==> src/rtl/perceptron_n_comm_ctrl_if.sv <==
// rtl/perceptron_n_comm_ctrl_if.sv - UART byte link and perceptron register bus bundle
interface perceptron_n_comm_ctrl_if #(
  parameter int N_INPUTS   = 2,
  parameter int WORD_BYTES = 2
) ();
  localparam int WW = 8 * WORD_BYTES;

  logic [7:0]             rx_data;
  logic                   rx_valid;
  logic [7:0]             tx_data;
  logic                   tx_start;
  logic                   tx_busy;
  logic [N_INPUTS*WW-1:0] weights;
  logic [N_INPUTS*WW-1:0] inputs;
  logic                   weights_load;
  logic                   inputs_load;
  logic [WW-1:0]          result;
  logic                   busy;

  modport slave (
    input  rx_data, rx_valid, tx_busy, result,
    output tx_data, tx_start, weights, inputs, weights_load, inputs_load, busy
  );

  modport master (
    output rx_data, rx_valid, tx_busy, result,
    input  tx_data, tx_start, weights, inputs, weights_load, inputs_load, busy
  );
endinterface

==> src/rtl/perceptron_n_comm_ctrl.sv <==
// rtl/perceptron_n_comm_ctrl.sv - UART command decoder driving perceptron weight/input registers
module perceptron_n_comm_ctrl #(
  parameter int N_INPUTS       = 2,
  parameter int WORD_BYTES     = 2,
  parameter int TIMEOUT_CYCLES = 120000
) (
  input logic                  clk,
  input logic                  rst_n,
  perceptron_n_comm_ctrl_if.slave bus
);
  localparam int WW       = 8 * WORD_BYTES;
  localparam int PW       = N_INPUTS * WW;
  localparam int RESP_MAX = 1 + (N_INPUTS + 1) * WORD_BYTES;
  localparam int IW       = $clog2(RESP_MAX + 1);
  localparam int WCW      = $clog2(N_INPUTS + 1);
  localparam int BCW      = $clog2(WORD_BYTES + 1);
  localparam int TW       = $clog2(TIMEOUT_CYCLES + 1);
  localparam int OW       = $clog2(PW);

  localparam logic [7:0] OP_READ        = 8'd5;
  localparam logic [7:0] OP_WR_WEIGHTS  = 8'd50;
  localparam logic [7:0] OP_WR_INPUTS   = 8'd51;
  localparam logic [7:0] OP_READ_PARAMS = 8'd52;
  localparam logic [7:0] RSP_READ       = 8'd100;
  localparam logic [7:0] RSP_OK         = 8'd101;
  localparam logic [7:0] RSP_ERR        = 8'd102;

  typedef enum logic [2:0] {IDLE, RX_PAYLOAD, TX_LOAD, TX_WAIT_BUSY, TX_WAIT_IDLE} state_t;

  state_t           state;
  logic [PW-1:0]    weights_q;
  logic [PW-1:0]    inputs_q;
  logic [PW-1:0]    shadow;
  logic             target_inputs;
  logic             commit_pending;
  logic [WCW-1:0]   wcnt;
  logic [BCW-1:0]   bcnt;
  logic [TW-1:0]    timer;
  logic [7:0]       resp [RESP_MAX];
  logic [IW-1:0]    resp_len;
  logic [IW-1:0]    tx_idx;
  logic [7:0]       tx_data_q;
  logic             tx_start_q;
  logic             weights_load_q;
  logic             inputs_load_q;
  logic [OW-1:0]    off;
  logic             last_byte;

  // Bit position of the incoming payload byte: word wcnt, MSB-first within the word
  always_comb begin
    off       = OW'(int'(wcnt) * WW + (WORD_BYTES - 1 - int'(bcnt)) * 8);
    last_byte = (wcnt == WCW'(N_INPUTS - 1)) && (bcnt == BCW'(WORD_BYTES - 1));
  end

  // Command FSM: decode, payload capture with timeout, commit, byte-wise transmit handshake
  always_ff @(posedge clk or negedge rst_n) begin
    if (!rst_n) begin
      state          <= IDLE;
      weights_q      <= '0;
      inputs_q       <= '0;
      shadow         <= '0;
      target_inputs  <= 1'b0;
      commit_pending <= 1'b0;
      wcnt           <= '0;
      bcnt           <= '0;
      timer          <= '0;
      resp_len       <= '0;
      tx_idx         <= '0;
      tx_data_q      <= '0;
      tx_start_q     <= 1'b0;
      weights_load_q <= 1'b0;
      inputs_load_q  <= 1'b0;
      for (int i = 0; i < RESP_MAX; i++) resp[i] <= '0;
    end else begin
      weights_load_q <= 1'b0;
      inputs_load_q  <= 1'b0;
      case (state)
        IDLE: begin
          if (bus.rx_valid) begin
            tx_idx <= '0;
            case (bus.rx_data)
              OP_READ: begin
                // Snapshot taken now so later register changes cannot tear the response
                resp[0] <= RSP_READ;
                for (int k = 0; k < N_INPUTS; k++)
                  for (int b = 0; b < WORD_BYTES; b++)
                    resp[1 + k*WORD_BYTES + b] <= weights_q[k*WW + (WORD_BYTES-1-b)*8 +: 8];
                for (int b = 0; b < WORD_BYTES; b++)
                  resp[1 + N_INPUTS*WORD_BYTES + b] <= bus.result[(WORD_BYTES-1-b)*8 +: 8];
                resp_len <= IW'(RESP_MAX);
                state    <= TX_LOAD;
              end
              OP_READ_PARAMS: begin
                resp[0]  <= RSP_READ;
                resp[1]  <= 8'(N_INPUTS);
                resp[2]  <= 8'(WORD_BYTES);
                resp_len <= IW'(3);
                state    <= TX_LOAD;
              end
              OP_WR_WEIGHTS, OP_WR_INPUTS: begin
                target_inputs  <= (bus.rx_data == OP_WR_INPUTS);
                commit_pending <= 1'b0;
                wcnt           <= '0;
                bcnt           <= '0;
                timer          <= '0;
                state          <= RX_PAYLOAD;
              end
              default: begin
                resp[0]  <= RSP_ERR;
                resp_len <= IW'(1);
                state    <= TX_LOAD;
              end
            endcase
          end
        end
        RX_PAYLOAD: begin
          if (commit_pending) begin
            // Whole payload present: publish it in one cycle
            if (target_inputs) begin
              inputs_q      <= shadow;
              inputs_load_q <= 1'b1;
            end else begin
              weights_q      <= shadow;
              weights_load_q <= 1'b1;
            end
            commit_pending <= 1'b0;
            resp[0]        <= RSP_OK;
            resp_len       <= IW'(1);
            tx_idx         <= '0;
            state          <= TX_LOAD;
          end else if (bus.rx_valid) begin
            // A byte on the expiry cycle wins over the timeout
            shadow[off +: 8] <= bus.rx_data;
            timer            <= '0;
            if (last_byte) begin
              commit_pending <= 1'b1;
            end else if (bcnt == BCW'(WORD_BYTES - 1)) begin
              bcnt <= '0;
              wcnt <= wcnt + WCW'(1);
            end else begin
              bcnt <= bcnt + BCW'(1);
            end
          end else if (timer == TW'(TIMEOUT_CYCLES - 1)) begin
            resp[0]  <= RSP_ERR;
            resp_len <= IW'(1);
            tx_idx   <= '0;
            state    <= TX_LOAD;
          end else begin
            timer <= timer + TW'(1);
          end
        end
        TX_LOAD: begin
          tx_data_q  <= resp[tx_idx];
          tx_start_q <= 1'b1;
          state      <= TX_WAIT_BUSY;
        end
        TX_WAIT_BUSY: begin
          if (bus.tx_busy) begin
            tx_start_q <= 1'b0;
            state      <= TX_WAIT_IDLE;
          end
        end
        TX_WAIT_IDLE: begin
          if (!bus.tx_busy) begin
            if (tx_idx == resp_len - IW'(1)) begin
              state <= IDLE;
            end else begin
              tx_idx <= tx_idx + IW'(1);
              state  <= TX_LOAD;
            end
          end
        end
        default: state <= IDLE;
      endcase
    end
  end

  assign bus.tx_data      = tx_data_q;
  assign bus.tx_start     = tx_start_q;
  assign bus.weights      = weights_q;
  assign bus.inputs       = inputs_q;
  assign bus.weights_load = weights_load_q;
  assign bus.inputs_load  = inputs_load_q;
  assign bus.busy         = (state != IDLE);
endmodule

==> src/flat_wrapper.sv <==
// flat-port wrapper written by rule: the top's interface ports become plain ports
module perceptron_n_comm_ctrl_flat 
#(
  parameter int N_INPUTS       = 2,
  parameter int WORD_BYTES     = 2,
  parameter int TIMEOUT_CYCLES = 120000
)
  (clk, rst_n, bus_rx_data, bus_rx_valid, bus_tx_busy, bus_result, bus_tx_data, bus_tx_start, bus_weights, bus_inputs, bus_weights_load, bus_inputs_load, bus_busy);
  perceptron_n_comm_ctrl_if #(.N_INPUTS(N_INPUTS), .WORD_BYTES(WORD_BYTES)) bus_i ();
  input logic clk;
  input logic rst_n;
  input wire logic [$bits(bus_i.rx_data)-1:0] bus_rx_data;
  input wire logic [$bits(bus_i.rx_valid)-1:0] bus_rx_valid;
  input wire logic [$bits(bus_i.tx_busy)-1:0] bus_tx_busy;
  input wire logic [$bits(bus_i.result)-1:0] bus_result;
  output wire logic [$bits(bus_i.tx_data)-1:0] bus_tx_data;
  output wire logic [$bits(bus_i.tx_start)-1:0] bus_tx_start;
  output wire logic [$bits(bus_i.weights)-1:0] bus_weights;
  output wire logic [$bits(bus_i.inputs)-1:0] bus_inputs;
  output wire logic [$bits(bus_i.weights_load)-1:0] bus_weights_load;
  output wire logic [$bits(bus_i.inputs_load)-1:0] bus_inputs_load;
  output wire logic [$bits(bus_i.busy)-1:0] bus_busy;
  assign bus_i.rx_data = bus_rx_data;
  assign bus_i.rx_valid = bus_rx_valid;
  assign bus_i.tx_busy = bus_tx_busy;
  assign bus_i.result = bus_result;
  assign bus_tx_data = bus_i.tx_data;
  assign bus_tx_start = bus_i.tx_start;
  assign bus_weights = bus_i.weights;
  assign bus_inputs = bus_i.inputs;
  assign bus_weights_load = bus_i.weights_load;
  assign bus_inputs_load = bus_i.inputs_load;
  assign bus_busy = bus_i.busy;
  perceptron_n_comm_ctrl #(.N_INPUTS(N_INPUTS), .WORD_BYTES(WORD_BYTES), .TIMEOUT_CYCLES(TIMEOUT_CYCLES)) u_core (.clk(clk), .rst_n(rst_n), .bus(bus_i));
endmodule
==> config.mk <==
export PLATFORM = sky130hd
export DESIGN_NAME = perceptron_n_comm_ctrl_flat
export DESIGN_NICKNAME = d
export VERILOG_FILES = /design/src/rtl/perceptron_n_comm_ctrl_if.sv /design/src/rtl/perceptron_n_comm_ctrl.sv /design/src/flat_wrapper.sv
export SDC_FILE = /design/constraint.sdc
export NUM_CORES = 1
export LEC_CHECK = 0
export CAP_MARGIN = 20
export CORE_ASPECT_RATIO = 1.5
export CORE_UTILIZATION = 35
export CTS_BUF_LIST = sky130_fd_sc_hd__clkbuf_8 sky130_fd_sc_hd__clkbuf_16
export CTS_CLUSTER_DIAMETER = 80
export CTS_CLUSTER_SIZE = 20
export DETAILED_ROUTE_END_ITERATION = 10
export DONT_BUFFER_PORTS = 1
export GPL_TIMING_DRIVEN = 0
export PLACE_DENSITY = 0.6
export SKIP_LAST_GASP = 1
export SYNTH_ARGS = -nofsm -noshare
export SYNTH_HDL_FRONTEND = slang
export SYNTH_SLANG_ARGS = --single-unit
==> constraint.sdc <==
create_clock -name clk -period 4.65 [get_ports clk]
set_clock_uncertainty 0.2 [all_clocks]
set_input_delay 0.6975 -clock clk [delete_from_list [all_inputs] [get_ports clk]]
set_output_delay 0.6975 -clock clk [all_outputs]
set_load 0.05 [all_outputs]
==> results.md, run 1 <==
* Synth Net Count at 741
* Start of the worst register-to-register path: u_core.state[1]$_DFFE_PN0P_
* Estimated wirelength of the detail-placed design at 14.63 mm
* Total negative slack at 0 ns
* Number of global-route vias before repair at 5572
* Share of cells above drive strength 1 at 0.2133
* Port bufs at 0
* Fraction of registers with async set/reset at 1.000
* Worst hold path type: in -> async
* Portion of netlist area occupied by mux cells at 0.1626
* Hold slack at -0.2456 ns
* Unrepaired setup endpoints after global routing: no
* Number of H-tree levels at 4
* Most used routing layer: met2
* Simple-gate portion of the synthesized area at 0.1168
* Violations in the final reports: negative hold slack
* Most frequent cells in the layout: sky130_fd_sc_hd__dfrtp_1, sky130_fd_sc_hd__mux2_2, sky130_fd_sc_hd__nand2_1
* Maximum operating frequency at 334.3 MHz
* Total Die Area at 0.02433 mm2
* Initial antenna violation count at 0
* Max-cap check violation count at 0
* IO Pins at 104
* Source-to-sink clock delay at the later pin of the worst-skew pair at 0.44 ns
* Vias at 5396
* Capturing element type of the critical path: flip-flop
* Maximum number of pins on one net before global-route repair at 191
* Maximum net fanout on the critical path at 10
* Met2 track demand over resource in global routing at 0.3104
* Setup slack on the worst flop-to-flop path at 1.66 ns
* Yosys warnings at 0
* Count of final max-slew check failures at 0
* Flip-flop cell with the highest count after synthesis: sky130_fd_sc_hd__dfrtp_1
* Starting Density at 0.3583
* Setup WS post-layout at 1.659 ns
* Buffers from clock root to sink, at most at 2
* Post-layout util at 0.4015
* Mean number of vias per cell at 5.134
* First DRT Iteration DRCs at 329
* Xor-xnor portion of the synthesized cell area at 0.01433
* Headroom to the max-slew limit at 0.3223
* Average instance area after synthesis at 11.78 um2
* Actual slew at the worst max-slew pin at 1.008 ns
* Part of the Yosys area used for sequential elements at 0.5733
* Die X-Extent at 127.7 um
* Commonest non-fill, non-tap cell in the layout: sky130_fd_sc_hd__dfrtp_1
* Final routed wire length divided by cell count at 19.37 um
* Count of cells resized by post-cts repair at 0
* Hold Violations, Final at 190
* Result of the run: finished with violations
* DP Worst Slack at 1.425 ns
* Antenna Cells at 0
* PD cells at 467.6 mW/mm2
* TritonCTS Buffers at 17
* Number of unique standard cell types used by synthesis at 58
* Synth Register Bits at 190
* Power, Total at 4345 uW
* Detailed-route DRC error count at 0
* Critical path data arrival time at 3.11 ns
* Clk root buf: sky130_fd_sc_hd__clkbuf_16
* DIE HEIGHT at 190.5 um
* Global placer's final weighted congestion at 0.7874
* Nets at 760
* Antenna violation net count after detailed routing at 0
* Complex-gate fraction of the synthesized area at 0.09505
* EDFF count, synth at 0
* Critical path start-end classification: reg -> reg
* Period utilisation layout at 0.6433
* Global-route wire length before repair at 32.59 mm
* Minimum clock period at 2.991 ns
* Core Region at 0.02314 mm2
* Met1 track demand over resource at 0.2073
* Launching element type of the critical path: flip-flop
* CP Data Required Time at 4.77 ns
* Met3 Usage GRT at 0.04994
* Count of clock tree sinks at 190
* GRT Residual Overflow at 0
* Largest family of logic cells by synthesized area: multiplexers
* Reg2reg end: u_core.bus.weights[16]$_DFFE_PN0P_
* Layout area overhead at 12.05%
* CTS tree: yes
* Post-synthesis adder-cell area fraction at 0.01358
* R2r worst-path depth at 8
* IR drop worst, VDD at 0.2179 mV
* Count of TritonRoute iterations in the first routing pass at 4
* Endpoints failing setup at 0
* Leak pwr at 0.004281 uW
* Total wire length at 20.36 mm
* Cell Area, Synth at 0.008293 mm2
* Number of rows created at floorplan at 68
* Clock transition at the registers of the reported paths at 0.07 ns
* Global-route total usage across every layer at 0.1787
* Syn Inst Count at 704
-- worst max-delay path: stages (launching register included) --
cell	delay (ns)
sky130_fd_sc_hd__dfrtp_1	0.41
sky130_fd_sc_hd__clkbuf_1	0.23
sky130_fd_sc_hd__nor2_1	0.33
sky130_fd_sc_hd__and2_1	0.17
sky130_fd_sc_hd__clkbuf_1	0.28
sky130_fd_sc_hd__nand2_1	0.10
sky130_fd_sc_hd__nor2_1	0.45
sky130_fd_sc_hd__buf_2	0.36
sky130_fd_sc_hd__mux2_2	0.36
-- through the flow --
| stage | instance area, um2 | cells | hold slack, ns |
|---|---|---|---|
| finish | 9293 | 1051 | -0.2456 |
| global route | 9293 | 1051 | -0.2697 |
| floorplan | 8293 | 704 | 0.2019 |
| CTS | 9293 | 1051 | -0.2703 |
| detailed placement | 8687 | 1019 | 0.2111 |
| global placement | 8687 | 1019 | 0.2108 |
-- flip-flops by register name, summed over array words and instances, names as in the netlist, 2 cells and up --
| signal | cells |
|---|---|
| u_core.tx_idx | 3 |
| u_core.bus.tx_data | 8 |
| u_core.timer | 17 |
| u_core.bus.weights | 32 |
| u_core.state | 3 |
| u_core.shadow | 32 |
| u_core.resp_len | 3 |
| u_core.resp | 51 |
| u_core.bcnt | 2 |
| u_core.bus.inputs | 32 |
| u_core.wcnt | 2 |
-- logic make-up (layout without fill, tap and decap cells) --
| group | count (synthesis) | in the layout |
|---|---|---|
| compound gates | 123 | 123 |
| xor+xnor | 12 | 12 |
| fa+ha+maj | 9 | 9 |
| buf+inv | 49 | 81 |
| flops | 190 | 190 |
| mux | 119 | 119 |
| simple gates | 202 | 202 |
-- Yosys cell counts (11+ instances only) --
cell | instances | area [um2]
sky130_fd_sc_hd__nand3_1 | 11 | 55.05
sky130_fd_sc_hd__o21ai_0 | 49 | 245.2
sky130_fd_sc_hd__or3_1 | 11 | 68.82
sky130_fd_sc_hd__mux2i_1 | 11 | 110.1
sky130_fd_sc_hd__mux2_2 | 106 | 1194
sky130_fd_sc_hd__nor2_1 | 29 | 108.9
sky130_fd_sc_hd__a22o_1 | 16 | 140.1
sky130_fd_sc_hd__a21oi_1 | 14 | 70.07
sky130_fd_sc_hd__inv_1 | 11 | 41.29
sky130_fd_sc_hd__clkbuf_1 | 27 | 101.4
sky130_fd_sc_hd__nand2_1 | 102 | 382.9
sky130_fd_sc_hd__dfrtp_1 | 190 | 4755
-- area by class of cell --
class	instances	area [um2]
tap	315	394.1
sequential	190	4755
inverter	11	41.29
clock buffer	18	439.2
multi-input combinational	465	3337
clock inverter	14	166.4
fill	2242	13850
buffer	38	160.2
-- worst max path at each step --
stage | depth (start not counted) | startpoint | slack (ns) | endpoint
2_1_floorplan | 5 | bus_rx_valid | 1.87 | u_core.timer[0]$_DFFE_PN0P_
3_3_place_gp | 7 | bus_rx_data[3] | 1.46 | u_core.resp[6]$_DFFE_PN0P_
3_5_place_dp | 7 | bus_rx_data[3] | 1.42 | u_core.resp[6]$_DFFE_PN0P_
4_1_cts | 8 | u_core.state[1]$_DFFE_PN0P_ | 1.64 | u_core.bus.weights[16]$_DFFE_PN0P_
5_1_grt | 8 | u_core.state[2]$_DFFE_PN0P_ | 1.43 | u_core.bus.weights[20]$_DFFE_PN0P_
6_report | 8 | u_core.state[1]$_DFFE_PN0P_ | 1.66 | u_core.bus.weights[16]$_DFFE_PN0P_
-- metal layers --
| metal | share of wire | vias up |
|---|---|---|
| li1 | - | 2529 |
| met1 | 0.41 | 2732 |
| met2 | 0.52 | 104 |
| met3 | 0.052 | 31 |
| met4 | 0.023 | 0 |
| met5 | 0 | - |
-- power by group --
group          switching (uW)  internal (uW)  leakage [uW]  total, uW
Combinational             471            269       0.00137        740
Sequential                323           1810       0.00261       2140
Clock                     728            741      0.000297       1470
Total                    1520           2820       0.00428       4350
-- what timing repair did --
item                                    CTS  global route
endpoints found under the hold margin   190           190
buffers inserted                          0             0
endpoints found under the setup margin    0             0
(Power assumes the default switching activity.)
==> run 2: changes to the inputs <==
PLACE_DENSITY = 0.62   (was 0.6)
clock period = 2.6 ns   (was 4.65 ns; I/O delays follow)
==> results.md, run 2 (synthesis results as in run 1) <==
* Initial antenna violation count at 1 (+1)
* Headroom to the max-slew limit at 0.5430 (+0.2206)
* Global placer's final weighted congestion at 0.7720 (-2.0%)
* CTS tree: yes
* Count of final max-slew check failures at 0 (unchanged)
* Clk root buf: sky130_fd_sc_hd__clkbuf_16
* Number of rows created at floorplan at 68 (unchanged)
* Setup WS post-layout at -0.005372 ns (-1.664 ns)
* Capturing element type of the critical path: flip-flop
* # hold bufs at CTS at 25
* Critical path start-end classification: reg -> reg
* Global-route total usage across every layer at 0.1839 (+0.005140)
* Leak pwr at 0.004472 uW (+4.5%)
* Starting Density at 0.3583 (unchanged)
* Count of TritonRoute iterations in the first routing pass at 4 (unchanged)
* Launching element type of the critical path: flip-flop
* Max stage delay cell, worst path: sky130_fd_sc_hd__or4b_4
* Critical path, cell by cell: or4b_4 -> buf_4 -> nor2_2 -> buf_2 -> mux2_2
* Total Die Area at 0.02433 mm2 (unchanged)
* Commonest non-fill, non-tap cell in the layout: sky130_fd_sc_hd__dfrtp_1
* Actual slew at the worst max-slew pin at 0.6855 ns (-0.3223 ns)
* Maximum net fanout on the critical path at 10 (unchanged)
* GRT Residual Overflow at 0 (unchanged)
* R2r worst-path depth at 5 (-3)
* Share of cells above drive strength 1 at 0.2549 (+0.04159)
* Worst hold path type: in -> async
* Vias at 5565 (+3.1%)
* Die X-Extent at 127.7 um (unchanged)
* Antenna violation net count after detailed routing at 0 (unchanged)
* Estimated wirelength of the detail-placed design at 14.37 mm (-1.8%)
* Buffers from clock root to sink, at most at 2 (unchanged)
* Result of the run: finished with violations
* Nets at 789 (+3.8%)
* Number of flip-flops under the largest register name at 51 (unchanged)
* Maximum operating frequency at 383.8 MHz (+15%)
* Biggest register: u_core.resp
* Clock transition at the registers of the reported paths at 0.08 ns (about the same)
* TritonCTS Buffers at 17 (unchanged)
* Number of H-tree levels at 4 (unchanged)
* Minimum clock period at 2.605 ns (-0.3859 ns)
* Port bufs at 0 (unchanged)
* First DRT Iteration DRCs at 344 (+4.6%)
* Source-to-sink clock delay at the later pin of the worst-skew pair at 0.44 ns (about the same)
* DP Worst Slack at -0.3581 ns (-1.783 ns)
* CP Data Required Time at 2.72 ns (-2.05 ns)
* Global-route wire length before repair at 33.55 mm (+2.9%)
* Period utilisation layout at 1.002 (+0.3588)
* DIE HEIGHT at 190.5 um (unchanged)
* Setup slack on the worst flop-to-flop path at -0.005 ns (-1.66 ns)
* Count of clock tree sinks at 190 (unchanged)
* Core Region at 0.02314 mm2 (unchanged)
* Total wire length at 21.09 mm (+3.6%)
* Critical path's largest stage delay at 0.59 ns (+0.14 ns)
* Most frequent cells in the layout: sky130_fd_sc_hd__dfrtp_1, sky130_fd_sc_hd__mux2_2, sky130_fd_sc_hd__nand2_1
* Hold slack at -0.5558 ns (-0.3102 ns)
* Hold Violations, Final at 190 (unchanged)
* PD cells at 826.6 mW/mm2 (+77%)
* Unrepaired setup endpoints after global routing: yes
* Maximum number of pins on one net before global-route repair at 191 (unchanged)
* Final routed wire length divided by cell count at 19.51 um (+0.74%)
* Number of global-route vias before repair at 5897 (+5.8%)
* Layout area overhead at 17.56%
* Max-cap check violation count at 0 (unchanged)
* IR drop worst, VDD at 0.3886 mV (+78%)
* Detailed-route DRC error count at 0 (unchanged)
* IO Pins at 104 (unchanged)
* Endpoints failing setup at 5 (+5)
* Critical path data arrival time at 2.73 ns (-0.38 ns)
* Mean number of vias per cell at 5.148 (+0.27%)
* Violations in the final reports: negative hold slack, negative setup slack
[run 2: changes by cell type in the layout (fill, tap and decap cells not counted), sizes merged]
cell	previous run	this run
dlygate4sd3	0	25
bufinv	0	2
clkinv	7	5
diode	0	1
clkinvlp	0	1
buf	10	17
clkdlybuf4s15	0	1
clkbuf	46	41
[run 2: what timing repair did]
action                                 in CTS  in global routing
cloned                                      0                  1
pin swaps                                   6                  8
setup endpoints to repair                  73                100
gates resized for setup                    18                 21
endpoints found under the hold margin     241                190
buffers inserted                            3                  5
[run 2: where the power goes]
part | switching (uW) | internal, uW
combinational | 917 | 595
clock | 1250 | 1470
sequential | 581 | 3240
total | 2750 | 5310
[run 2: worst paths after layout]
path,startpoint,to
setup / recovery,u_core.state[2]$_DFFE_PN0P_,u_core.resp[5]$_DFFE_PN0P_
hold / removal,rst_n,u_core.bus.inputs[25]$_DFFE_PN0P_
setup reg to reg,u_core.state[2]$_DFFE_PN0P_,u_core.resp[5]$_DFFE_PN0P_
hold reg to reg,u_core.resp[54]$_DFFE_PN0P_,u_core.resp[54]$_DFFE_PN0P_
max in group asynchronous,rst_n,u_core.state[0]$_DFFE_PN0P_
min in group clk,bus_tx_busy,u_core.state[1]$_DFFE_PN0P_
[run 2: through the flow]
step           instance area [um2]  instances  setup TNS, ns  power (uW)    util
2_1_floorplan                 8293        704              0        4777       -
3_3_place_gp                  8687       1019         -26.44        5194  0.3754
3_5_place_dp                  8687       1019         -26.75        5217  0.3754
4_1_cts                       9632       1077              0        8050  0.4162
5_1_grt                       9749       1081         -1.622        8499  0.4213
6_report                      9749       1081       -0.01832        8059  0.4213
[run 2: critical path, delay by kind of cell (launching register included)]
kind,cells,cell delay [ns]
simple gates,2,0.98
buf+inv,2,0.52
flops,1,0.42
mux,1,0.36
[run 2: area by class of cell]
cell class / instances / area (um2)
timing repair buffer: 34 / 321.6
clock buffer: 17 / 425.4
inverter: 11 / 41.29
clock inverter: 15 / 195.2
sequential: 190 / 4757
antenna: 1 / 2.502
fill: 2198 / 13390
buffer: 33 / 145.1
tap: 315 / 394.1
multi-input combinational: 465 / 3467
[run 2: per-layer routing]
| metal | vias to the layer above | share of wire | global-route usage |
|---|---|---|---|
| met5 | - | 0.00057 | 0 |
| met4 | 2 | 0.026 | 0.07964 |
| met3 | 30 | 0.064 | 0.05724 |
| met2 | 123 | 0.52 | 0.3197 |
| met1 | 2810 | 0.39 | 0.2062 |
| li1 | 2600 | - | - |
==> run 3: changes to the inputs <==
CORE_UTILIZATION = 57   (was 35)
PLACE_DENSITY = 0.86   (was 0.62)
SLEW_MARGIN = 40   (was unset)
==> results.md, run 3 (synthesis results as in run 1) <==
* Post-route cell area at 0.009525 mm2 (-2.3%)
* Minimum clock period at 2.633 ns (+0.02756 ns)
* Total number of cells along the worst setup path at 5 (unchanged)
* Result of the run: finished with violations
* Placed cell area at 0.008538 mm2 (-1.7%)
* Hold Violations, Final at 190 (unchanged)
* Number of rows created at floorplan at 53 (-22%)
* GRT Residual Overflow at 0 (unchanged)
* First DRT Iteration DRCs at 397 (+15%)
* Layout area overhead at 14.86%
* Final-layout fill cell count at 967 (-56%)
* CP Data Required Time at 2.72 ns (about the same)
* Port bufs at 0 (unchanged)
* Headroom to the max-slew limit at 0.5789 (+0.03590)
* Die X-Extent at 100.5 um (-21%)
* Critical path, cell by cell: or4b_1 -> or3_4 -> o21a_2 -> or4_1 -> a22o_1
* Maximum operating frequency at 379.8 MHz (-1.0%)
* Starting Density at 0.5871 (+0.2288)
* Violations in the final reports: negative hold slack, negative setup slack
* Number of flip-flops under the largest register name at 51 (unchanged)
* Worst hold path type: in -> async
* Hold slack at -0.5575 ns (-0.001661 ns)
* Number of global-route vias before repair at 6175 (+4.7%)
* Worst setup path startpoint: u_core.timer[13]$_DFFE_PN0P_
* Actual slew at the worst max-slew pin at 0.6279 ns (-0.05762 ns)
* Antenna violation net count after detailed routing at 0 (unchanged)
* IR drop worst, VDD at 0.5247 mV (+35%)
* TritonCTS Buffers at 17 (unchanged)
* Clock transition at the registers of the reported paths at 0.07 ns (about the same)
* Commonest non-fill, non-tap cell in the layout: sky130_fd_sc_hd__dfrtp_1
* Count of final max-slew check failures at 0 (unchanged)
* DIE HEIGHT at 149.7 um (-21%)
* Post-layout util at 0.6744 (+0.2531)
* Maximum net fanout on the critical path at 5 (-5)
* End of the critical path: u_core.tx_idx[2]$_DFFE_PN0P_
* Share of cells above drive strength 1 at 0.2471 (-0.007843)
* Total wire length at 20.51 mm (-2.8%)
* Detailed-route DRC error count at 0 (unchanged)
* Buffers from clock root to sink, at most at 2 (unchanged)
* Leak pwr at 0.004448 uW (-0.54%)
* Core Region at 0.01412 mm2 (-39%)
* Maximum number of pins on one net before global-route repair at 191 (unchanged)
* Filler-free cell count of the finished design at 958 (-11%)
* Clk root buf: sky130_fd_sc_hd__clkbuf_16
* Number of placed instances with taps included at 896 (-12%)
* CP bufs+invs at 0 (-2)
* Total Die Area at 0.01505 mm2 (-38%)
* Crit path max-delay family: simple AND/OR/NAND/NOR gates
* Setup slack on the worst flop-to-flop path at -0.03 ns (-0.03 ns)
* R2r worst-path depth at 5 (unchanged)
* Global placer's final weighted congestion at 0.8603 (+11%)
* Area of the multi-input gates at 0.003442 mm2 (-0.72%)
* CTS tree: yes
* Max stage delay cell, worst path: sky130_fd_sc_hd__or4b_1
* Period utilisation layout at 1.013 (+0.01060)
* Unrepaired setup endpoints after global routing: yes
* Critical path's largest stage delay at 0.58 ns (about the same)
* Nets at 789 (unchanged)
* Max-cap check violation count at 0 (unchanged)
* IO Pins at 104 (unchanged)
* Final routed wire length divided by cell count at 21.41 um (+9.7%)
* Total area of sequential cells at 0.004756 mm2 (about the same)
* Global-route wire length before repair at 32.38 mm (-3.5%)
* Source-to-sink clock delay at the later pin of the worst-skew pair at 0.44 ns (about the same)
* Reg2reg end: u_core.tx_idx[2]$_DFFE_PN0P_
* # hold bufs at CTS at 25 (unchanged)
* Count of TritonRoute iterations in the first routing pass at 5 (+1)
* Estimated wirelength of the detail-placed design at 14.01 mm (-2.5%)
* Number of H-tree levels at 4 (unchanged)
* Power, Total at 7931 uW (-1.6%)
* PD cells at 832.6 mW/mm2 (+0.72%)
* Setup WS post-layout at -0.03294 ns (-0.02756 ns)
* Capturing element type of the critical path: flip-flop
* Vias at 5890 (+5.8%)
* Critical path start-end classification: reg -> reg
* Mean number of vias per cell at 6.148 (+19%)
* Critical path data arrival time at 2.75 ns (+0.02 ns)
* Launching element type of the critical path: flip-flop
* Endpoints failing setup at 2 (-3)
* Biggest register: u_core.resp
* Most frequent cells in the layout: sky130_fd_sc_hd__dfrtp_1, sky130_fd_sc_hd__mux2_2, sky130_fd_sc_hd__nand2_1
* Start of the worst register-to-register path: u_core.timer[13]$_DFFE_PN0P_
* Global-route total usage across every layer at 0.2906 (+0.1067)
* Initial antenna violation count at 2 (+1)
* Count of clock tree sinks at 190 (unchanged)
==> run 3: cell type report <==
| cell class | count | area share |
|---|---|---|
| sequential | 190 | 0.4993 |
| multi-input combinational | 465 | 0.3614 |
| clock buffer | 18 | 0.04611 |
| timing repair buffer | 32 | 0.03218 |
| tap | 192 | 0.02522 |
| buffer | 35 | 0.01681 |
| clock inverter | 14 | 0.01445 |
| inverter | 11 | 0.004335 |
| antenna | 1 | 0.0002627 |
==> run 3: how the worst min path moves through the flow <==
stage,depth (start not counted),to,startpoint
global route,0,u_core.timer[5]$_DFFE_PN0P_,rst_n
finish,0,u_core.timer[7]$_DFFE_PN0P_,rst_n
detailed placement,0,u_core.timer[7]$_DFFE_PN0P_,rst_n
floorplan,0,u_core.bcnt[0]$_DFFE_PN0P_,rst_n
global placement,0,u_core.timer[7]$_DFFE_PN0P_,rst_n
CTS,0,u_core.timer[7]$_DFFE_PN0P_,rst_n
==> run 3: report_power, final <==
group,leakage (uW),switching (uW),internal (uW)
registers,0.00261,594,3250
logic,0.00155,971,596
clock network,0.000284,1160,1360
total,0.00445,2720,5210
==> run 3: timing repair <==
| action | in CTS | in global routing |
|---|---|---|
| hold endpoints to repair | 241 | 190 |
| pin swaps | 3 | 2 |
| setup buffers | 4 | 2 |
| setup endpoints to repair | 70 | 117 |
| gates resized for setup | 14 | 24 |
| gates cloned | 0 | 1 |
==> run 3: layer usage <==
metal  vias to the layer above  share of wire  track usage
met5                         -        0.00063            0
li1                       2594              -            -
met3                        84          0.078      0.09388
met4                         2          0.045       0.1601
met2                       277           0.51       0.4921
met1                      2933           0.36       0.3212
==> run 3: through the flow <==
step | setup TNS (ns) | worst slack [ns] | hold WS, ns
final | -0.04069 | -0.03294 | -0.5575
after global routing | -0.2028 | -0.07384 | -0.5738
after CTS | -0.2061 | -0.02997 | -0.5647
after detailed placement | -26.09 | -0.3612 | -0.09880
after global placement | -15.31 | -0.2476 | -0.09789
after floorplan | 0 | 0.1153 | -0.1056
